## config.mk

```make
export PLATFORM = sky130hd
export DESIGN_NAME = gonsolo_io_sequencer
export DESIGN_NICKNAME = d
export VERILOG_FILES = /design/src/rtl/gonsolo_io_pkg.sv /design/src/rtl/gonsolo_io_prescaler.sv /design/src/rtl/gonsolo_io_sequencer.sv
export SDC_FILE = /design/constraint.sdc
export NUM_CORES = 1
export LEC_CHECK = 0
export ABC_AREA = 1
export CORE_ASPECT_RATIO = 0.9
export CORE_UTILIZATION = 35
export CTS_CLUSTER_DIAMETER = 150
export DETAILED_ROUTE_END_ITERATION = 7
export PLACE_DENSITY = 0.56
export SETUP_SLACK_MARGIN = 0.15
export SLEW_MARGIN = 15
export SYNTH_ARGS = -nofsm -noshare
export SYNTH_HDL_FRONTEND = slang
export SYNTH_SLANG_ARGS = --single-unit
```

## constraint.sdc

```tcl
create_clock -name clock -period 4.2 [get_ports clock]
set_input_delay 0.63 -clock clock [delete_from_list [all_inputs] [get_ports clock]]
set_output_delay 0.63 -clock clock [all_outputs]
set_load 0.05 [all_outputs]
```

## src/rtl/gonsolo_io_pkg.sv

```systemverilog
// Shared types and constants for the gonsolo IO sequencer: FSM states, pattern modes,
// bounce direction, config register addresses and reset values.
package gonsolo_io_pkg;

  typedef enum logic [1:0] {
    IDLE = 2'd0,
    LOAD = 2'd1,
    RUN  = 2'd2
  } state_e;

  typedef enum logic [1:0] {
    HOLD   = 2'd0,
    COUNT  = 2'd1,
    ROTATE = 2'd2,
    BOUNCE = 2'd3
  } mode_e;

  typedef enum logic {
    DIR_LEFT  = 1'b0,
    DIR_RIGHT = 1'b1
  } dir_e;

  localparam logic [1:0] ADDR_CTRL     = 2'd0;
  localparam logic [1:0] ADDR_PRESCALE = 2'd1;
  localparam logic [1:0] ADDR_PATTERN  = 2'd2;
  localparam logic [1:0] ADDR_OEMASK   = 2'd3;

  localparam logic [2:0] CTRL_RST     = 3'b000;
  localparam int         PATTERN_RST  = 1;
  localparam int         PRESCALE_RST = 0;
  localparam int         OEMASK_RST   = 0;

endpackage

```

## src/rtl/gonsolo_io_prescaler.sv

```systemverilog
// Step prescaler: counts RUN cycles and emits a one-cycle step when the count
// reaches the programmed prescale value; a clear restarts the count without stepping.
module gonsolo_io_prescaler
  import gonsolo_io_pkg::*;
#(
  parameter int PRESCALE_W = 16
) (
  input  logic                  clock,
  input  logic                  resetb,
  input  logic                  run_i,
  input  logic                  clear_i,
  input  logic [PRESCALE_W-1:0] prescale_i,
  output logic                  step_o
);

  logic [PRESCALE_W-1:0] count_q;
  logic [PRESCALE_W-1:0] count_d;
  logic                  hit;

  assign hit    = (count_q == prescale_i);
  assign step_o = run_i && !clear_i && hit;

  // Outside RUN the counter parks at zero, so every RUN entry starts a fresh interval.
  always_comb begin
    count_d = count_q + PRESCALE_W'(1);
    if (!run_i || clear_i || hit) begin
      count_d = '0;
    end
  end

  always_ff @(posedge clock or negedge resetb) begin
    if (!resetb) begin
      count_q <= PRESCALE_W'(PRESCALE_RST);
    end else begin
      count_q <= count_d;
    end
  end

endmodule

```

## src/rtl/gonsolo_io_sequencer.sv

```systemverilog
// IO pattern sequencer: a small config register file drives an IDLE/LOAD/RUN FSM that
// advances a pattern on the user IO slice by hold, count, rotate or bounce.
module gonsolo_io_sequencer
  import gonsolo_io_pkg::*;
#(
  parameter int N_IO       = 8,
  parameter int PRESCALE_W = 16
) (
  input  logic            clock,
  input  logic            resetb,
  input  logic            cfg_valid,
  output logic            cfg_ready,
  input  logic [1:0]      cfg_addr,
  input  logic [15:0]     cfg_wdata,
  output logic [N_IO-1:0] io_out,
  output logic [N_IO-1:0] io_oeb,
  output logic            step,
  output logic            busy
);

  state_e                state_q;
  dir_e                  dir_q;
  dir_e                  dir_d;
  logic [N_IO-1:0]       ioOut_q;
  logic [N_IO-1:0]       ioOut_d;
  logic [2:0]            ctrl_q;
  logic [PRESCALE_W-1:0] prescale_q;
  logic [N_IO-1:0]       pattern_q;
  logic [N_IO-1:0]       oemask_q;

  logic  cfgAccept;
  logic  wrCtrl;
  logic  wrPattern;
  logic  enable_d;
  logic  stepPulse;
  mode_e mode;

  assign cfg_ready = (state_q != LOAD);
  assign busy      = (state_q != IDLE);
  assign io_out    = ioOut_q;
  assign io_oeb    = ~oemask_q;
  assign step      = stepPulse;

  assign cfgAccept = cfg_valid && cfg_ready;
  assign wrCtrl    = cfgAccept && (cfg_addr == ADDR_CTRL);
  assign wrPattern = cfgAccept && (cfg_addr == ADDR_PATTERN);
  assign enable_d  = wrCtrl ? cfg_wdata[0] : ctrl_q[0];
  assign mode      = mode_e'(ctrl_q[2:1]);

  always_ff @(posedge clock or negedge resetb) begin
    if (!resetb) begin
      ctrl_q     <= CTRL_RST;
      prescale_q <= PRESCALE_W'(PRESCALE_RST);
      pattern_q  <= N_IO'(PATTERN_RST);
      oemask_q   <= N_IO'(OEMASK_RST);
    end else if (cfgAccept) begin
      unique case (cfg_addr)
        ADDR_CTRL:     ctrl_q     <= cfg_wdata[2:0];
        ADDR_PRESCALE: prescale_q <= PRESCALE_W'(cfg_wdata);
        ADDR_PATTERN:  pattern_q  <= N_IO'(cfg_wdata);
        ADDR_OEMASK:   oemask_q   <= N_IO'(cfg_wdata);
        default:       ;
      endcase
    end
  end

  // Any write that can change timing or the pattern restarts the interval and eats the step.
  gonsolo_io_prescaler #(
    .PRESCALE_W(PRESCALE_W)
  ) u_prescaler (
    .clock     (clock),
    .resetb    (resetb),
    .run_i     (state_q == RUN),
    .clear_i   (cfgAccept && (cfg_addr != ADDR_OEMASK)),
    .prescale_i(prescale_q),
    .step_o    (stepPulse)
  );

  always_comb begin
    ioOut_d = ioOut_q;
    dir_d   = dir_q;
    unique case (mode)
      HOLD:   ioOut_d = ioOut_q;
      COUNT:  ioOut_d = ioOut_q + N_IO'(1);
      ROTATE: ioOut_d = {ioOut_q[N_IO-2:0], ioOut_q[N_IO-1]};
      BOUNCE: begin
        // Direction flips when the shifted pattern lands on the edge it was moving toward.
        if (dir_q == DIR_LEFT) begin
          ioOut_d = ioOut_q << 1;
          if (ioOut_d[N_IO-1]) dir_d = DIR_RIGHT;
        end else begin
          ioOut_d = ioOut_q >> 1;
          if (ioOut_d[0]) dir_d = DIR_LEFT;
        end
      end
      default: ioOut_d = ioOut_q;
    endcase
  end

  always_ff @(posedge clock or negedge resetb) begin
    if (!resetb) begin
      state_q <= IDLE;
      ioOut_q <= '0;
      dir_q   <= DIR_LEFT;
    end else begin
      unique case (state_q)
        IDLE: begin
          ioOut_q <= '0;
          if (enable_d) state_q <= LOAD;
        end
        LOAD: begin
          state_q <= RUN;
          ioOut_q <= pattern_q;
          dir_q   <= DIR_LEFT;
        end
        RUN: begin
          if (wrCtrl && !cfg_wdata[0]) begin
            state_q <= IDLE;
            ioOut_q <= '0;
          end else if (wrCtrl || wrPattern) begin
            state_q <= LOAD;
          end else if (stepPulse) begin
            ioOut_q <= ioOut_d;
            dir_q   <= dir_d;
          end
        end
        default: state_q <= IDLE;
      endcase
    end
  end

endmodule

```

# Word level (Yosys, flattened, before mapping)
# Cells that the tools add are included.
# word_totals
regBits	62
input_bits	21
output_inout_bits	19
word_cells	77
# op_classes
addsub	2
eq_ne	20
mux	20
bitwise	1
reduce_logical	26
# op_table
operator	n
case mux 8 bit (3 select lines)	2
2-to-1 mux 8 bit	4
adder 16 x 1 -> 16 bit, second input constant	1
equality test 16 bit	1
2-to-1 mux 16 bit	1
inequality test 2 bit, second input constant	6
inequality test 3 bit, second input constant	4
equality test 2 bit, second input constant	5
AND reduction 2 bit	5
adder 8 x 1 -> 8 bit, second input constant	1
2-to-1 mux 1 bit	8
NOT 8 bit	1
logical AND 1 bit	7
equality test 2 x 1 -> 1 bit, second input constant	3
logical NOT 2 bit	3
2-to-1 mux 2 bit	3
case mux 2 bit (3 select lines)	1
AND reduction 5 bit	1
AND reduction 4 bit	1
nonzero test 2 bit	2
logical NOT 1 bit	3
logical OR 1 bit	3
nonzero test 3 bit	1
inequality test 2 x 1 -> 1 bit, second input constant	1
case mux 1 bit (2 select lines)	1

# Logic depth before layout (Yosys ltp)
# depth
ltp_word	10
ltp_mapped	13
mapped_depth_nobuf	12

# Hierarchy
# Synthesis repeated with hierarchy kept, for this count alone.
# hier_totals
hier_cells	469
area_unflattened_um2	3515.9
# by_module_without_submodules
module	instances	cells_each	area_per_inst_um2	seq_area_each_um2
gonsolo_io_sequencer	1	288	2337.2	1152.4
gonsolo_io_prescaler	1	181	1178.6	400.4

# Least setup slack after synthesis
# No wires, ideal clock.
# synth_path
path_type	register -> output
start	reg state_q[0]
end	out step
t_arrival_ps	1369
setup_slack_ps	2201
path_stages_with_launch	7
n_path_buf	0
cell_sequence	dfrtp_1 -> inv_1 -> ha_1 -> inv_1 -> a21oi_4 -> inv_1 -> nor2_4
# synth_via
elab_chain_cells	6
# synth_lines
item	line	source
start: declaration	gonsolo_io_sequencer.sv:21	state_e state_q;
start signal: assignment	gonsolo_io_sequencer.sv:102	state_q <= IDLE;
start signal: assignment	gonsolo_io_sequencer.sv:109	if (enable_d) state_q <= LOAD;
start signal: assignment	gonsolo_io_sequencer.sv:112	state_q <= RUN;
inequality test 2 x 1 -> 1 bit	gonsolo_io_sequencer.sv:38	assign cfg_ready = (state_q != LOAD);
logical AND 1 bit	gonsolo_io_sequencer.sv:44	assign cfgAccept = cfg_valid && cfg_ready;
logical AND 1 bit	gonsolo_io_sequencer.sv:74	.clear_i (cfgAccept && (cfg_addr != ADDR_OEMASK)),
logical NOT 1 bit	gonsolo_io_prescaler.sv:21	assign step_o = run_i && !clear_i && hit;
logical AND 1 bit (*) (2 in series)	gonsolo_io_prescaler.sv:21	
end: declaration	gonsolo_io_sequencer.sv:17	output logic step,
# Every way passes the cells marked *; elsewhere a longest branch is shown, timed or not.

# Worst setup path in the final report
# layout_path
start	in cfg_addr[1]
end	out step
# layout_via
elab_chain_cells	5
# layout_lines
item	line	source
start: declaration	gonsolo_io_sequencer.sv:13	input logic [1:0] cfg_addr,
inequality test 2 bit	gonsolo_io_sequencer.sv:74	
logical AND 1 bit	gonsolo_io_sequencer.sv:74	
logical NOT 1 bit	gonsolo_io_prescaler.sv:21	
logical AND 1 bit (2 in series)	gonsolo_io_prescaler.sv:21	
# No other way between the ends.

==> results.yml <==
critical_path:
  critPathCaptureType: "primary output"
  crit_required_ns: 3.57
  setup.worst_path.start_class: "input pin"
  arrival_ns: 2.70
  critical_path_class: "in2out"
  worstPathMaxFanout: 6
cts:
  cts_tree: "yes"
  ctsHoldBuffers: 0
  clk_path_buf_depth: 2
  path_clk_slew_ns: 0.08
  cts_resized: 0
  post_cts_buffers: 0
  cts_sinks: 62
  cts_root_buffer: "clkbuf_8"
  clk_latency_ns: 0.34
  h-tree-depth: 3
  numCtsBuffers: 9
timing:
  fin_crit_sh_pct: 79.32
  worst_clock_skew_ns: 0.008599
  drv_slew: 0
  setup_viol: 0
  rsz0062_at_grt: "no"
  maxSlewHeadroom_pct: 47.75
  hold_viol: 0
  final.min_clock_period_ns: 3.331
  max_freq_ghz: 0.3002
  worstMarginPinSlew_ns: 0.7838
  fin_tns_setup_ns: 0
layout:
  num-fill-cells: 955
  layout-drive-gt1-share_pct: 11.64
  finish.net_count: 529
  diodes: 0
  syn2layout_area_growth_pct: 22.86
  final-instance-count-excl-fill: 633
floorplan:
  core_area_um2: 9657
  start_util_pct: 35.88
  num_io_pins: 40
  dieArea_um2: 10300
  fp.dieH_um: 96.39
  die_x_um: 106.9
  fp-row-count: 34
global_route:
  grt_pass1_vias: 2734
  grt_pass1_wl_um: 13430
  grt_overflow: 0
  track_usage_pct: 17.05
  antenna_found_initial: 0
  grt_max_degree: 34
yosys:
  synth-edff-count: 0
  syn_inst: 457
  ys_types: 39
  avgSynthCellArea_um2: 7.581
  yosys_warnings: 0
  ys.flop_type: "dfrtp_1"
  yosys.area.top_type: "dfrtp_1"
  synth_top_area_share_pct: 44.06
  yosysMostFrequentCell: "nand2_1"
  yosysSeqAreaShare_pct: 44.82
  ys_top_cells_by_area: "dfrtp_1 44%, nand2_1 13%, inv_1 6.9%"
  synthArstFlopShare_pct: 100.0
  synth_common_cells: "123 x nand2_1, 64 x inv_1, 61 x dfrtp_1"
  synth.cell_area_um2: 3465
  syn_nets: 484
  ys_seq_elements: 62
power_and_ir_drop:
  ir_drop_v: 0.0004163
  p_leak_nw: 2.045
  p_per_area_nw_per_um2: 706.9
drt:
  ant_nets: 0
  drt_first_pass_iters: 5
  wl_per_cell_um: 12.56
  avgViaCountPerCell: 4.618
  drcViolationCount: 0
  vias: 2923
  wl_um: 7948
  drt_iter0_markers: 142
place:
  place_congestion: 0.8438
  dp_cells: 617
  io_buffers: 39
  dp_hpwl_um: 5916
worst_hold_path:
  hold_path.class: "in2async"
job:
  drv_cap: 0
status:
  status: "complete, no violations"
[per-layer routing]
metal  global-route usage, %  part of all wire (%)  vias to the layer above
li1                        -                     -                     1529
met1                   24.94                    53                     1330
met2                   24.62                    40                       57
met3                   3.823                   5.3                        7
met4                   6.050                   1.1                        0
met5                       0                     0                        -
[power by group]
group	total, mW	leakage [nW]	switching (mW)	internal [mW]
sequential	0.983	0.793	0.175	0.808
clock	0.715	0.132	0.246	0.470
combinational	1.31	1.12	0.862	0.449
total	3.01	2.04	1.28	1.73
[per-stage QoR]
| step | instance area [um^2] | util, % | power (mW) | worst slack [ns] | hold WS (ns) |
|---|---|---|---|---|---|
| floorplan | 3465 | - | 1.928 | 2.201 | 0.3344 |
| global placement | 3986 | 41.28 | 2.297 | 0.8813 | 0.4703 |
| detailed placement | 3986 | 41.28 | 2.309 | 0.8570 | 0.4760 |
| CTS | 4257 | 44.08 | 3.038 | 0.8455 | 0.3702 |
| global route | 4257 | 44.08 | 3.247 | 0.7814 | 0.4159 |
| finish | 4257 | 44.08 | 3.009 | 0.8687 | 0.3553 |
[cells by family after synthesis]
family / count (synthesis) / share of synthesized area, %
mux: 2 / 0.6500
simple gates: 224 / 29.22
compound gates: 79 / 12.97
flops: 62 / 44.82
fa+ha+maj: 6 / 2.167
xor+xnor: 5 / 1.264
buf+inv: 79 / 8.920
[registers in the layout, summed over array words and instances, names as in the netlist]
name and cells:
ctrl_q 3, dir_q 1, io_out 8, state_q 2, pattern_q 8, u_prescaler.count_q 16, prescale_q 16, oemask_q 8
[critical path: stages]
cell	delay, ns
clkdlybuf4s50_1	0.65
nand2_1	0.16
a21oi_4	0.23
inv_1	0.10
nor2_4	0.11
clkdlybuf4s50_1	0.82
[cell usage in the layout, fill, tap and decap left out, types with 2 or more instances in the layout]
master | netlist | final
nand2_2 | 4 | 4
mux2_2 | 2 | 2
nor2_4 | 2 | 2
ha_1 | 6 | 6
nand2_1 | 123 | 123
o21ai_2 | 3 | 3
nor3_1 | 6 | 6
nor2_2 | 5 | 5
o21ai_0 | 40 | 40
xor2_1 | 4 | 4
nor2_1 | 51 | 51
buf_4 | 0 | 2
o31ai_1 | 2 | 2
clkdlybuf4s50_1 | 0 | 38
nand2_4 | 5 | 5
o22ai_1 | 2 | 2
o21ai_1 | 3 | 3
nand3_1 | 18 | 18
dfrtp_1 | 61 | 61
a21oi_1 | 24 | 24
nand3_2 | 3 | 3
or2_2 | 2 | 2
inv_2 | 7 | 7
bufinv_16 | 0 | 4
clkbuf_8 | 0 | 10
inv_1 | 64 | 64
[area by class of cell]
class / instances / area [um^2] / area share (%)
Sequential cell: 62 / 1553 / 36.48
Clock inverter: 6 / 132.6 / 3.116
Tap cell: 126 / 157.7 / 3.704
Multi-Input combinational cell: 316 / 1603 / 37.65
Clock buffer: 10 / 137.6 / 3.233
Timing Repair Buffer: 41 / 400.4 / 9.406
Inverter: 72 / 272.8 / 6.408
[worst paths after layout]
path | from | to | slack (ns) | cells past startpoint
setup / recovery | cfg_addr[1] | step | 0.87 | 6
hold reg to reg | pattern_q[1] | pattern_q[1] | 0.49 | 2
min in group clock | pattern_q[1] | pattern_q[1] | 0.49 | 2
max in group asynchronous | resetb | u_prescaler.count_q[8] | 2.93 | 2
setup reg to reg | state_q[1] | prescale_q[13] | 2.21 | 5
hold / removal | resetb | io_out[2] | 0.36 | 1
(Power assumes the default switching activity.)
==> RTL edit 1 (same flow settings) <==
`PRESCALE_W` is set to 16 in 2 places; all go to 18.
--- a/src/rtl/gonsolo_io_prescaler.sv
+++ b/src/rtl/gonsolo_io_prescaler.sv
@@ -3,7 +3,7 @@
 module gonsolo_io_prescaler
   import gonsolo_io_pkg::*;
 #(
-  parameter int PRESCALE_W = 16
+  parameter int PRESCALE_W = 18
 ) (
   input  logic                  clock,
   input  logic                  resetb,
--- a/src/rtl/gonsolo_io_sequencer.sv
+++ b/src/rtl/gonsolo_io_sequencer.sv
@@ -4,7 +4,7 @@
   import gonsolo_io_pkg::*;
 #(
   parameter int N_IO       = 8,
-  parameter int PRESCALE_W = 16
+  parameter int PRESCALE_W = 18
 ) (
   input  logic            clock,
   input  logic            resetb,
Check against the original RTL: same outputs for any inputs over 4 cycles, from zero or initial values and one cycle with resetb low; that may be too few to reach the edited logic, so the function may still have changed.
==> RTL edit 1 against the original RTL <==
- die area increased by 2.2%
- routed wire length increased by 2.2%
- sequential cell count increased by 2
- clock power decreased by 24%
- clock skew about the same
- final area decreased by 0.32%
- synthesized area increased by 2.2%
- worst setup slack got worse by 0.038 ns
- largest power group unchanged
- power decreased by 7.1%
- critical path depth increased by 1
- register-to-register slack got worse by 0.25 ns
- sequential share of layout area increased by 1.3 points
==> RTL edit 1: results (changes against the original RTL) <==
Parameter                              Value

Status
  Run status ... finished, final reports clean (unchanged)

Setup path
  Largest fanout on the critical path ... 10 (was 6)
  Worst path arrival time ... 2.74 ns (was 2.70 ns)
  Setup slack on the worst flop-to-flop path ... 1.96 ns (was 2.21 ns)
  Destination of the worst register-to-register timing path ... prescale_q[9] (was prescale_q[13])
  Category of the worst setup path launch point ... flip-flop (was primary input)

Routing
  Total via count after detailed routing ... 3,060 (was 2,923)
  Count of TritonRoute iterations in the first routing pass ... 6 (was 5)
  Final wirelength ... 8120 um (was 7950 um)
  Iteration-0 DRC Markers ... 162 (was 142)

Yosys
  Mux cell area share after synthesis ... 0.954% (was 0.650%)
  XOR/XNOR share of the synthesized area ... 2.72% (was 1.26%)
  Main area contributors after synthesis ... sky130_fd_sc_hd__dfrtp_1 (45%), sky130_fd_sc_hd__nand2_1 (14%), sky130_fd_sc_hd__inv_1 (6.9%) (was sky130_fd_sc_hd__dfrtp_1 (44%), sky130_fd_sc_hd__nand2_1 (13%), sky130_fd_sc_hd__inv_1 (6.9%))
  Synthesized Nets ... 496 (was 484)
  Fraction of the yosys area taken by sequential cells ... 45.2% (was 44.8%)
  Post-synth cell types ... 36 (was 39)
  Post-synthesis cell count ... 469 (was 457)

Power and ir drop
  Internal power of the cells ... 1.52 mW (was 1.73 mW)
  Static power due to leakage ... 2.00 nW (was 2.04 nW)
  Worst voltage drop across the vdd grid ... 0.359 mV (was 0.416 mV)
  Power density of the placed cells ... 659 mW/mm^2 (was 707 mW/mm^2)

Finish
  Total Nets Final ... 537 (was 529)
  Fill count ... 1,027 (was 955)

STA
  Actual slew at the worst max-slew pin ... 0.963 ns (was 0.784 ns)
  Worst hold-check slack ... 0.435 ns (was 0.355 ns)

GRT
  Vias in the first global route ... 2,905 (was 2,734)
  Overall track demand over capacity in global routing ... 17.5% (was 17.1%)

Placed design
  Estimated wirelength of the detail-placed design ... 6020 um (was 5920 um)
  Routability Congestion ... 0.838 (was 0.844)
  Cell total after placement ... 625 (was 617)
  Post-Place Setup Slack ... 0.892 ns (was 0.857 ns)
[RTL edit 1: cell count changes after synthesis, sizes merged, moves of 4 or more]
cell	change
a21oi	-8
xor2	+4
o21ai	-4
nand4	+7
nand2	+4
nor2	-9
[RTL edit 1: layout make-up]
| class | instances | area, sq um | area share, % |
|---|---|---|---|
| Multi-Input combinational cell | 323 | 1620 | 38.1 |
| Tap cell | 126 | 158 | 3.72 |
| Timing Repair Buffer | 40 | 393 | 9.26 |
| Clock inverter | 7 | 77.6 | 1.83 |
| Inverter | 72 | 270 | 6.37 |
| Clock buffer | 9 | 124 | 2.92 |
| Sequential cell | 64 | 1600 | 37.8 |
[RTL edit 1: routing by layer]
metal  vias to the layer above  GRT usage (%)  share of wire [%]
li1                       1572              -                  -
met1                      1416           25.5                 51
met2                        65           25.6                 43
met3                         7           2.68                4.1
met4                         0           7.06                1.6
met5                         -              0                  0
==> RTL edit 2 (same settings) <==
Made on the original files. Register the inputs `cfg_valid`, `cfg_addr` and `cfg_wdata` before use, without a reset. The logic sees them one clock later.
--- a/src/rtl/gonsolo_io_sequencer.sv
+++ b/src/rtl/gonsolo_io_sequencer.sv
@@ -17,6 +17,16 @@
   output logic            step,
   output logic            busy
 );
+
+  logic cfg_valid_q;
+  logic [1:0] cfg_addr_q;
+  logic [15:0] cfg_wdata_q;
+
+  always_ff @(posedge clock) begin
+    cfg_valid_q <= cfg_valid;
+    cfg_addr_q  <= cfg_addr;
+    cfg_wdata_q <= cfg_wdata;
+  end
 
   state_e                state_q;
   dir_e                  dir_q;
@@ -41,10 +51,10 @@
   assign io_oeb    = ~oemask_q;
   assign step      = stepPulse;
 
-  assign cfgAccept = cfg_valid && cfg_ready;
-  assign wrCtrl    = cfgAccept && (cfg_addr == ADDR_CTRL);
-  assign wrPattern = cfgAccept && (cfg_addr == ADDR_PATTERN);
-  assign enable_d  = wrCtrl ? cfg_wdata[0] : ctrl_q[0];
+  assign cfgAccept = cfg_valid_q && cfg_ready;
+  assign wrCtrl    = cfgAccept && (cfg_addr_q == ADDR_CTRL);
+  assign wrPattern = cfgAccept && (cfg_addr_q == ADDR_PATTERN);
+  assign enable_d  = wrCtrl ? cfg_wdata_q[0] : ctrl_q[0];
   assign mode      = mode_e'(ctrl_q[2:1]);
 
   always_ff @(posedge clock or negedge resetb) begin
@@ -54,11 +64,11 @@
       pattern_q  <= N_IO'(PATTERN_RST);
       oemask_q   <= N_IO'(OEMASK_RST);
     end else if (cfgAccept) begin
-      unique case (cfg_addr)
-        ADDR_CTRL:     ctrl_q     <= cfg_wdata[2:0];
-        ADDR_PRESCALE: prescale_q <= PRESCALE_W'(cfg_wdata);
-        ADDR_PATTERN:  pattern_q  <= N_IO'(cfg_wdata);
-        ADDR_OEMASK:   oemask_q   <= N_IO'(cfg_wdata);
+      unique case (cfg_addr_q)
+        ADDR_CTRL:     ctrl_q     <= cfg_wdata_q[2:0];
+        ADDR_PRESCALE: prescale_q <= PRESCALE_W'(cfg_wdata_q);
+        ADDR_PATTERN:  pattern_q  <= N_IO'(cfg_wdata_q);
+        ADDR_OEMASK:   oemask_q   <= N_IO'(cfg_wdata_q);
         default:       ;
       endcase
     end
@@ -71,7 +81,7 @@
     .clock     (clock),
     .resetb    (resetb),
     .run_i     (state_q == RUN),
-    .clear_i   (cfgAccept && (cfg_addr != ADDR_OEMASK)),
+    .clear_i   (cfgAccept && (cfg_addr_q != ADDR_OEMASK)),
     .prescale_i(prescale_q),
     .step_o    (stepPulse)
   );
@@ -114,7 +124,7 @@
           dir_q   <= DIR_LEFT;
         end
         RUN: begin
-          if (wrCtrl && !cfg_wdata[0]) begin
+          if (wrCtrl && !cfg_wdata_q[0]) begin
             state_q <= IDLE;
             ioOut_q <= '0;
           end else if (wrCtrl || wrPattern) begin
Check against the original RTL: not equivalent (a bounded check fails within 4 cycles, from zero or initial values and one cycle with resetb low).
==> RTL edit 2 against the original RTL <==
- the run now ends with DRC left
- sequential cell count grew 19
- first-iteration DRC count grew 6.3%
- maximum frequency grew 2.9%
- synthesized area grew 10%
- hold slack gained 0.016 ns
- power grew 8.8%
- critical path depth grew 1
- final cell count grew 4.1%
- routed wire length grew 3.1%
- count of clock-buffer cells in the layout grew 1
- final area grew 8.9%
- worst setup slack gained 0.093 ns
==> RTL edit 2: results (changes against the original RTL) <==
Parameter                              Value

Status
  Run status ... finished, violations left (was finished, final reports clean)
  Violations in the final reports ... DRC

Finish
  Clk_buf instances ... 11 (was 10)
  Top Registers ... cfg_wdata_q (16), prescale_q (16), u_prescaler.count_q (16) (was prescale_q (16), u_prescaler.count_q (16))
  Register area ... 0.00193 sq mm (was 0.00155 sq mm)
  Multi-input gate area ... 0.00156 sq mm (was 0.00160 sq mm)
  Area fraction of clock buffers and clock inverters ... 6.75% (was 6.35%)
  Data buffer area share ... 8.63% (was 9.41%)
  Multi-Input Combinational ... 321 (was 316)
  Layout cells sized above 1 ... 8.11% (was 11.6%)

GRT
  Largest net degree at the start of global routing ... 35 (was 34)
  Met1 global-route usage ... 24.1% (was 24.9%)
  M3 GR Usage ... 3.07% (was 3.82%)
  Met2 global-route usage ... 22.1% (was 24.6%)
  Overall track demand over capacity in global routing ... 15.7% (was 17.1%)

Placed design
  Post-Place Setup Slack ... 1.28 ns (was 0.857 ns)
  Estimated wirelength of the detail-placed design ... 6090 um (was 5920 um)
  Cell total after placement ... 643 (was 617)

Clock tree
  Later-pin clock latency in the skew report ... 0.32 ns (was 0.34 ns)

Power and ir drop
  Switch share ... 40.5% (was 42.6%)
  Static power due to leakage ... 2.20 nW (was 2.04 nW)
  Switching power total ... 1.33 mW (was 1.28 mW)

STA
  Worst hold-check slack ... 0.371 ns (was 0.355 ns)
  Max_slew headroom ... 49.7% (was 47.7%)

Setup path
  Worst setup startpoint ... state_q[1] (was cfg_addr[1])
  Worst path arrival time ... 2.61 ns (was 2.70 ns)
  Setup slack on the worst flop-to-flop path ... 1.86 ns (was 2.21 ns)

Yosys
  Average size of a mapped cell ... 7.89 sq um (was 7.58 sq um)
  Synthesized Nets ... 510 (was 484)
  Fraction of the yosys area taken by sequential cells ... 50.7% (was 44.8%)

Floorplanning
  Horiz. Die Dim ... 112 um (was 107 um)

Routing
  DRC violations left ... 1 (was 0)
  Routed length on met2 ... 3290 um (was 3200 um)
  Final wirelength ... 8190 um (was 7950 um)
  Total via count after detailed routing ... 3,107 (was 2,923)
  Detailed-routing wirelength on met1 ... 4450 um (was 4230 um)
RTL edit 2: cell count changes in the layout (fill, tap and decap cells not counted), sizes merged, moves of 2 or more:
cell	change
dfxtp	+19
nor2	-11
nand2	+7
nand3	+6
a21oi	+3
o21ai	+3
bufinv	-2
or2	-2
RTL edit 2: cells by family (layout without fill, tap and decap cells):
logic type      count (synthesis)  after routing  synth area share [%]
fa+ha+maj                       6              6                  1.97
mux                             2              2                 0.591
simple gates                  226            226                  25.4
xor+xnor                        4              4                 0.919
compound gates                 83             83                  12.1
flops                          81             81                  50.7
buf+inv                        81            128                  8.24
RTL edit 2: worst max-delay path: stages (launching register included):
cell and delay [ns]:
sky130_fd_sc_hd__dfrtp_1 0.41, sky130_fd_sc_hd__inv_1 0.09, sky130_fd_sc_hd__ha_1 0.46, sky130_fd_sc_hd__nor2_4 0.11
sky130_fd_sc_hd__a21oi_4 0.16, sky130_fd_sc_hd__inv_1 0.05, sky130_fd_sc_hd__nor2_1 0.17, sky130_fd_sc_hd__clkdlybuf4s50_1 0.83
